$ cat src/rtl/imem_sequencer.sv
// Load/run sequencer for one PE's BRAM instruction memory: streams a program in,
// replays it iter_num times and flags read data aligned to the BRAM latency.
module imem_sequencer #(
  parameter int INST_WIDTH    = 36,
  parameter int IM_ADDR_WIDTH = 8,
  parameter int ITER_WIDTH    = 8,
  parameter int RD_LATENCY    = 2
) (
  input  logic                     clk,
  input  logic                     rst_n,
  input  logic                     inst_in_v,
  input  logic [INST_WIDTH-1:0]    inst_in,
  input  logic                     start,
  input  logic [ITER_WIDTH-1:0]    iter_num,
  input  logic                     stall,
  output logic                     imem_we,
  output logic [IM_ADDR_WIDTH-1:0] imem_waddr,
  output logic [INST_WIDTH-1:0]    imem_wdata,
  output logic                     imem_re,
  output logic [IM_ADDR_WIDTH-1:0] imem_raddr,
  output logic                     inst_out_v,
  output logic [IM_ADDR_WIDTH:0]   prog_len,
  output logic                     busy,
  output logic                     done,
  output logic                     ovf
);
  localparam int DEPTH = 2**IM_ADDR_WIDTH;
  localparam int DW    = (RD_LATENCY > 1) ? $clog2(RD_LATENCY) : 1;

  typedef enum logic [2:0] {IDLE, LOAD, READY, RUN, DRAIN} state_t;

  state_t                   state, state_nx;
  logic [IM_ADDR_WIDTH:0]   wcnt, wcnt_nx, prog_len_nx;
  logic [IM_ADDR_WIDTH-1:0] pc, pc_nx;
  logic [ITER_WIDTH-1:0]    iter, iter_nx, iter_max, iter_max_nx;
  logic [DW-1:0]            dcnt, dcnt_nx;
  logic                     ovf_nx, done_q, done_q_nx;
  logic [RD_LATENCY:1]      vld_pipe;
  logic                     full, last_pc, last_iter, drain_end;

  assign full      = (wcnt == (IM_ADDR_WIDTH+1)'(DEPTH));
  assign last_pc   = ({1'b0, pc} == prog_len - 1'b1);
  assign last_iter = (iter == iter_max - 1'b1);
  // No reads are issued in DRAIN, so the final valid lands on its last cycle.
  assign drain_end = (state == DRAIN) && (dcnt == DW'(RD_LATENCY-1));

  assign imem_wdata = inst_in;
  assign imem_raddr = pc;
  assign inst_out_v = vld_pipe[RD_LATENCY];
  assign busy       = (state == LOAD) || (state == RUN) || (state == DRAIN);
  assign done       = done_q | drain_end;

  always_comb begin
    state_nx    = state;
    wcnt_nx     = wcnt;
    prog_len_nx = prog_len;
    pc_nx       = pc;
    iter_nx     = iter;
    iter_max_nx = iter_max;
    dcnt_nx     = dcnt;
    ovf_nx      = ovf;
    done_q_nx   = 1'b0;
    imem_we     = 1'b0;
    imem_waddr  = '0;
    imem_re     = 1'b0;
    case (state)
      IDLE, READY: begin
        if (inst_in_v) begin
          imem_we  = 1'b1;
          wcnt_nx  = (IM_ADDR_WIDTH+1)'(1);
          ovf_nx   = 1'b0;
          state_nx = LOAD;
        end else if (start && state == READY) begin
          if (iter_num == '0) begin
            done_q_nx = 1'b1;
          end else begin
            iter_max_nx = iter_num;
            pc_nx       = '0;
            iter_nx     = '0;
            state_nx    = RUN;
          end
        end
      end
      LOAD: begin
        if (inst_in_v) begin
          if (!full) begin
            imem_we    = 1'b1;
            imem_waddr = wcnt[IM_ADDR_WIDTH-1:0];
            wcnt_nx    = wcnt + 1'b1;
          end else begin
            ovf_nx = 1'b1;
          end
        end else begin
          prog_len_nx = wcnt;
          state_nx    = READY;
        end
      end
      RUN: begin
        imem_re = ~stall;
        if (!stall) begin
          if (last_pc) begin
            pc_nx   = '0;
            iter_nx = iter + 1'b1;
            if (last_iter) begin
              dcnt_nx  = '0;
              state_nx = DRAIN;
            end
          end else begin
            pc_nx = pc + 1'b1;
          end
        end
      end
      DRAIN: begin
        if (drain_end) state_nx = READY;
        else           dcnt_nx  = dcnt + 1'b1;
      end
      default: state_nx = IDLE;
    endcase
  end

  always_ff @(posedge clk or negedge rst_n) begin
    if (!rst_n) begin
      state    <= IDLE;
      wcnt     <= '0;
      prog_len <= '0;
      pc       <= '0;
      iter     <= '0;
      iter_max <= '0;
      dcnt     <= '0;
      ovf      <= 1'b0;
      done_q   <= 1'b0;
      vld_pipe <= '0;
    end else begin
      state    <= state_nx;
      wcnt     <= wcnt_nx;
      prog_len <= prog_len_nx;
      pc       <= pc_nx;
      iter     <= iter_nx;
      iter_max <= iter_max_nx;
      dcnt     <= dcnt_nx;
      ovf      <= ovf_nx;
      done_q   <= done_q_nx;
      vld_pipe[1] <= imem_re;
      for (int i = 2; i <= RD_LATENCY; i++) vld_pipe[i] <= vld_pipe[i-1];
    end
  end
endmodule
$ cat config.mk
export PLATFORM = sky130hd
export DESIGN_NAME = imem_sequencer
export DESIGN_NICKNAME = d
export VERILOG_FILES = /design/src/rtl/imem_sequencer.sv
export SDC_FILE = /design/constraint.sdc
export NUM_CORES = 1
export LEC_CHECK = 0
export ABC_AREA = 0
export BUFFER_PORTS_ARGS = -buffer_cell sky130_fd_sc_hd__buf_2
export CAP_MARGIN = 30
export CORE_UTILIZATION = 45
export DETAILED_ROUTE_END_ITERATION = 8
export PLACE_DENSITY = 0.73
export SLEW_MARGIN = 20
export SYNTH_ARGS = -nofsm -noshare
export SYNTH_HDL_FRONTEND = slang
export SYNTH_SLANG_ARGS = --single-unit
$ cat constraint.sdc
create_clock -name clk -period 3.3 [get_ports clk]
set_input_delay 0.33 -clock clk [delete_from_list [all_inputs] [get_ports clk]]
set_output_delay 0.33 -clock clk [all_outputs]
set_load 0.01 [all_outputs]
# Word level (Yosys, flattened, before mapping)
# Index checks and enable logic that the tools add are counted.
classes:
  add_sub_neg: 6
  bitwise: 4
  eq_ne: 22
  n_reduce_logical: 18
  muxes: 43
op_table:
  columns: ["op", "n"]
  rows:
  - ["$mux 8", 10]
  - ["$pmux 8 s2", 2]
  - ["$mux 9", 3]
  - ["$ne 2x2->1 const B", 13]
  - ["$mux 3", 8]
  - ["$pmux 9 s2", 1]
  - ["$add 8x1->8 const B", 2]
  - ["$mux 1", 15]
  - ["$pmux 3 s4", 1]
  - ["$reduce_and 4->1", 3]
  - ["$reduce_and 5->1", 2]
  - ["$add 9x1->9 const B", 1]
  - ["$eq 8x9->1", 1]
  - ["$eq 9x9->1 const B", 1]
  - ["$sub 9x1->9 const B", 1]
  - ["$eq 8x8->1", 1]
  - ["$logic_not 8->1", 1]
  - ["$sub 8x1->8 const B", 1]
  - ["$reduce_and 7->1", 1]
  - ["$eq 3x2->1 const B", 2]
  - ["$ne 3x3->1 const B", 2]
  - ["$pmux 1 s2", 3]
  - ["$reduce_and 6->1", 1]
  - ["$reduce_bool 2->1", 3]
  - ["other kinds (10)", 14]
totals:
  out_inout_bits: 67
  reg_bits: 50
  wordCells: 103

# Depth between registers and ports, before layout
depth:
  ltp_word: 6
  ltp_mapped: 11
  mapped_depth_nobuf: 11

# Least setup slack after synthesis
# OpenSTA, ideal clock, no wires.
synth_timing:
  path_type: "register -> register"
  start: "register prog_len[2]"
  end: "register iter[7]"
  setup_ps: 124
  arrival_ps: 2855
  period_less_slack_ps: 2979
  n_path_buf: 1
  stages_incl_launch_ff: 9
  path_slack_ps: 321
  path_cell_list: "dfrtp_1 buf_6 or4_4 a2111oi_4 o32ai_1 a2111o_1 or4_1 and3_1 or2_1"
synth_via:
  elab_chain_cells: 4
synth_lines:
  columns: ["element", "line", "source"]
  rows:
  - ["start: declaration", "22", "output logic [IM_ADDR_WIDTH:0] prog_len,"]
  - ["start signal: assignment", "136", "prog_len <= prog_len_nx;"]
  - ["$sub 9x1->9", "42", "assign last_pc = ({1'b0, pc} == prog_len - 1'b1);"]
  - ["$eq 8x9->1", "42", null]
  - ["$ne 2x2->1 (no line)", null, null]
  - ["$reduce_and 6->1 (no line)", null, null]
  - ["end signal: assignment", "138", "iter <= iter_nx;"]
  - ["end: declaration", "35", "logic [ITER_WIDTH-1:0] iter, iter_nx, iter_max, iter_max_nx;"]
# No other way between the ends.
# A chain may end at the register's enable or synchronous reset.

# Final worst setup path
layout_timing:
  start: "register prog_len[0]"
  end: "register iter[7]"
# The elaborated chain is that of the path after synthesis.

==> flow_metrics.env <==
export IMPL_gp_congestion=0.9653
export IMPL_clockBufferDepth=2
export IMPL_grt_pass1_wl_um=11430
export IMPL_ys_seq_elements=50
export IMPL_avgSynthCellArea_um2=8.668
export IMPL_setup_violations=0
export IMPL_cts_sinks=50
export IMPL_grt_pass1_vias=2415
export IMPL_dp_cells=467
export IMPL_power_density_nw_per_um2=800.9
export IMPL_final_hold_viol_count=0
export IMPL_dr_wl_met3_um=346
export IMPL_ctsHoldBuffers=0
export IMPL_antenna_found_initial=0
export IMPL_async_flop_share_pct=100.0
export IMPL_drt_iter0_drc=173
export IMPL_r2r_end="iter[7]"
export IMPL_clk_insertion_delay_late_ns=0.30
export IMPL_worst_pin_slew_ns=0.7416
export IMPL_layout_min_cycle_time_ns=3.106
export IMPL_drive_gt1_share_pct=18.95
export IMPL_rrSetupSlack_ns=0.19
export IMPL_cp_start_kind="register"
export IMPL_root_buffer="clkbuf_8"
export IMPL_grt_usage_pct=19.20
export IMPL_period_share_pct=94.13
export IMPL_syn_nets=429
export IMPL_drc_errors=0
export IMPL_die_area_um2=7547
export IMPL_die_w_um=86.88
export IMPL_ys_types=52
export IMPL_coreArea_um2=6869
export IMPL_dr_wl_met2_um=3186
export IMPL_clkTransAtPathRegs_ns=0.09
export IMPL_hold_class="input port to async pin"
export IMPL_rsz0062_at_grt="false"
export IMPL_cp_required_ns=3.49
export IMPL_areaGrowthSynthToFinish_pct=6.214
export IMPL_syn_inst=374
export IMPL_layout_nets=434
export IMPL_num_rows=30
export IMPL_skew_ns=0.009997
export IMPL_yosysSeqAreaShare_pct=38.60
export IMPL_power_leakage_uw=0.001602
export IMPL_crit_path_end_kind="register"
export IMPL_synth_area_um2=3242
export IMPL_io_pins=116
export IMPL_grt_max_degree=33
export IMPL_ys_flop_type="dfrtp_1"
export IMPL_maxSlewViolCount=0
export IMPL_n_fill_cell=646
export IMPL_slew_headroom_pct=50.56
export IMPL_n_antenna_cell=0
export IMPL_seq_area_um2=1251
export IMPL_wl_um=6876
export IMPL_ctsResizeCount=0
export IMPL_cts_tree="yes"
export IMPL_rr_worst_depth=9
export IMPL_fin_area_um2=3443
export IMPL_route_vias_total=2588
export IMPL_port_buffers=43
export IMPL_placed_cell_area_um2=3283
export IMPL_antenna_left=0
export IMPL_overflow=0
export IMPL_cts_buffers=5
export IMPL_cp_arrival_ns=3.30
export IMPL_multiInputGateArea_um2=1600
export IMPL_rr_startpoint="prog_len[0]"
export IMPL_cap_violations=0
export IMPL_path_class="register to register"
export IMPL_firstDrtPassIters=4
export IMPL_status="finished clean"
export IMPL_hpwl_um=5032
export IMPL_fmax_ghz=0.3219
export IMPL_top_layer_used="met4"
export IMPL_post_drt_via_cell_ratio=5.437
export IMPL_die_h_um=86.88
export IMPL_wl_per_cell_um=14.45
export IMPL_synth_edf_count=0
export IMPL_cp_max_fo=7
export IMPL_wl_met1_um=3218
export IMPL_peakVddDrop_mv=0.2799
export IMPL_synth_warnings=0
export IMPL_start_util_pct=47.19
export IMPL_tns_ns=0
export IMPL_cts_setup_buffers=0
export IMPL_htreeDepth=2
export IMPL_layout_cells_non_filler=476
==> cell families (layout without fill, tap and decap cells) <==
family	after synthesis	in the layout	synth area share (%)
flops	50	50	38.60
xor+xnor	32	32	8.645
buf+inv	69	75	12.43
simple gates	155	155	23.50
compound gates	56	56	12.47
fa+ha+maj	6	6	2.316
mux	6	6	2.045
==> power by group <==
group | total (uW) | internal [uW] | switching, uW
Clock | 533 | 323 | 210
Combinational | 1190 | 553 | 642
Sequential | 1030 | 774 | 256
Total | 2760 | 1650 | 1110
==> cell usage after synthesis, types with 2 or more instances <==
cell type | count | area (um2)
nand2_1 | 51 | 191.4
dfrtp_1 | 50 | 1251
buf_4 | 36 | 270.3
nor2_1 | 27 | 101.4
xnor2_1 | 21 | 183.9
inv_1 | 17 | 63.81
o21ai_0 | 16 | 80.08
clkbuf_1 | 14 | 52.55
nand3_1 | 13 | 65.06
nor4_1 | 12 | 75.07
a21oi_1 | 11 | 55.05
nor3_1 | 11 | 55.05
xor2_1 | 11 | 96.34
nand2b_1 | 8 | 50.05
and2_1 | 7 | 43.79
ha_1 | 6 | 75.07
nand4_1 | 6 | 37.54
mux2_2 | 5 | 56.30
o21a_1 | 3 | 22.52
o2bb2ai_1 | 3 | 26.28
or2_2 | 3 | 18.77
or3_1 | 3 | 18.77
a21o_1 | 2 | 15.01
a311oi_1 | 2 | 17.52
a31o_2 | 2 | 17.52
a32oi_1 | 2 | 17.52
and3_1 | 2 | 12.51
nor2b_1 | 2 | 12.51
nor4b_1 | 2 | 17.52
o31a_1 | 2 | 17.52
o31ai_1 | 2 | 15.01
or4_1 | 2 | 15.01
==> per-layer routing <==
| metal | vias to the layer above | track usage [%] |
|---|---|---|
| met4 | 0 | 6.212 |
| met3 | 19 | 3.412 |
| met5 | - | 0 |
| li1 | 1257 | - |
| met2 | 78 | 31.14 |
| met1 | 1234 | 26.06 |
==> through the flow <==
step	hold slack [ns]	utilization, %	power [uW]	setup WS [ns]
2_1_floorplan	0.03441	-	1949	0.3207
3_3_place_gp	0.3345	47.80	2169	0.3310
3_5_place_dp	0.3347	47.80	2210	0.2316
4_1_cts	0.1070	49.87	2752	0.2138
5_1_grt	0.1359	50.13	2965	0.04932
6_report	0.08583	50.13	2758	0.1938
==> flip-flops by register name, indices dropped and copies added (netlist names) <==
name	flops
iter_max	8
done_q	1
state	3
iter	8
ovf	1
prog_len	9
wcnt	9
vld_pipe	2
imem_raddr	8
dcnt	1
==> cells in the final DEF, fill, tap and decap left out, types with 2 or more instances in the layout <==
cell type and n:
o2bb2ai_1 3, nor3_1 11, a2111oi_4 2, nor2b_1 2, a31o_2 2, nand3_1 13
and2_1 7, o21a_1 3, a21o_1 2, xnor2_1 21, nor4b_1 2, buf_4 6
nand2_1 51, clkbuf_8 6, ha_1 6, dfrtp_1 50, o21ai_0 16, nand2b_1 8
a311oi_1 2, or4_1 2, and3_1 2, nand4_1 6, or2_2 3, a21oi_1 11
nor2_1 27, o31ai_1 2, nor4_1 12, or3_1 3, bufinv_16 2, xor2_1 11
o31a_1 2, mux2_2 5, inv_1 17, buf_2 44, a32oi_1 2
==> critical path, stage by stage, from the launching register on <==
cell and delay [ns]:
dfrtp_1 0.46, inv_1 0.10, ha_1 0.25, or3b_2 0.52, nor3_1 0.17, a21oi_1 0.09
a2111o_1 0.44, or4_1 0.56, and3_1 0.19, or2_1 0.22
==> worst max-delay path by stage <==
| stage | start | endpoint | slack, ns | cells after the start |
|---|---|---|---|---|
| after detailed placement | prog_len[0] | iter[7] | 0.23 | 9 |
| after floorplan | prog_len[2] | iter[7] | 0.32 | 8 |
| after global placement | prog_len[0] | iter[7] | 0.33 | 9 |
| after global routing | prog_len[1] | imem_raddr[3] | 0.05 | 10 |
| after CTS | prog_len[0] | state[0] | 0.21 | 9 |
| final | prog_len[0] | iter[7] | 0.19 | 9 |
==> final cells by class <==
type | count | area share (%)
Timing Repair Buffer | 50 | 7.703
Tap cell | 96 | 3.488
Multi-Input combinational cell | 255 | 46.48
Clock buffer | 6 | 2.398
Sequential cell | 50 | 36.34
Clock inverter | 2 | 1.744
Inverter | 17 | 1.853
Note: power is estimated with default switching activity, not from simulation.
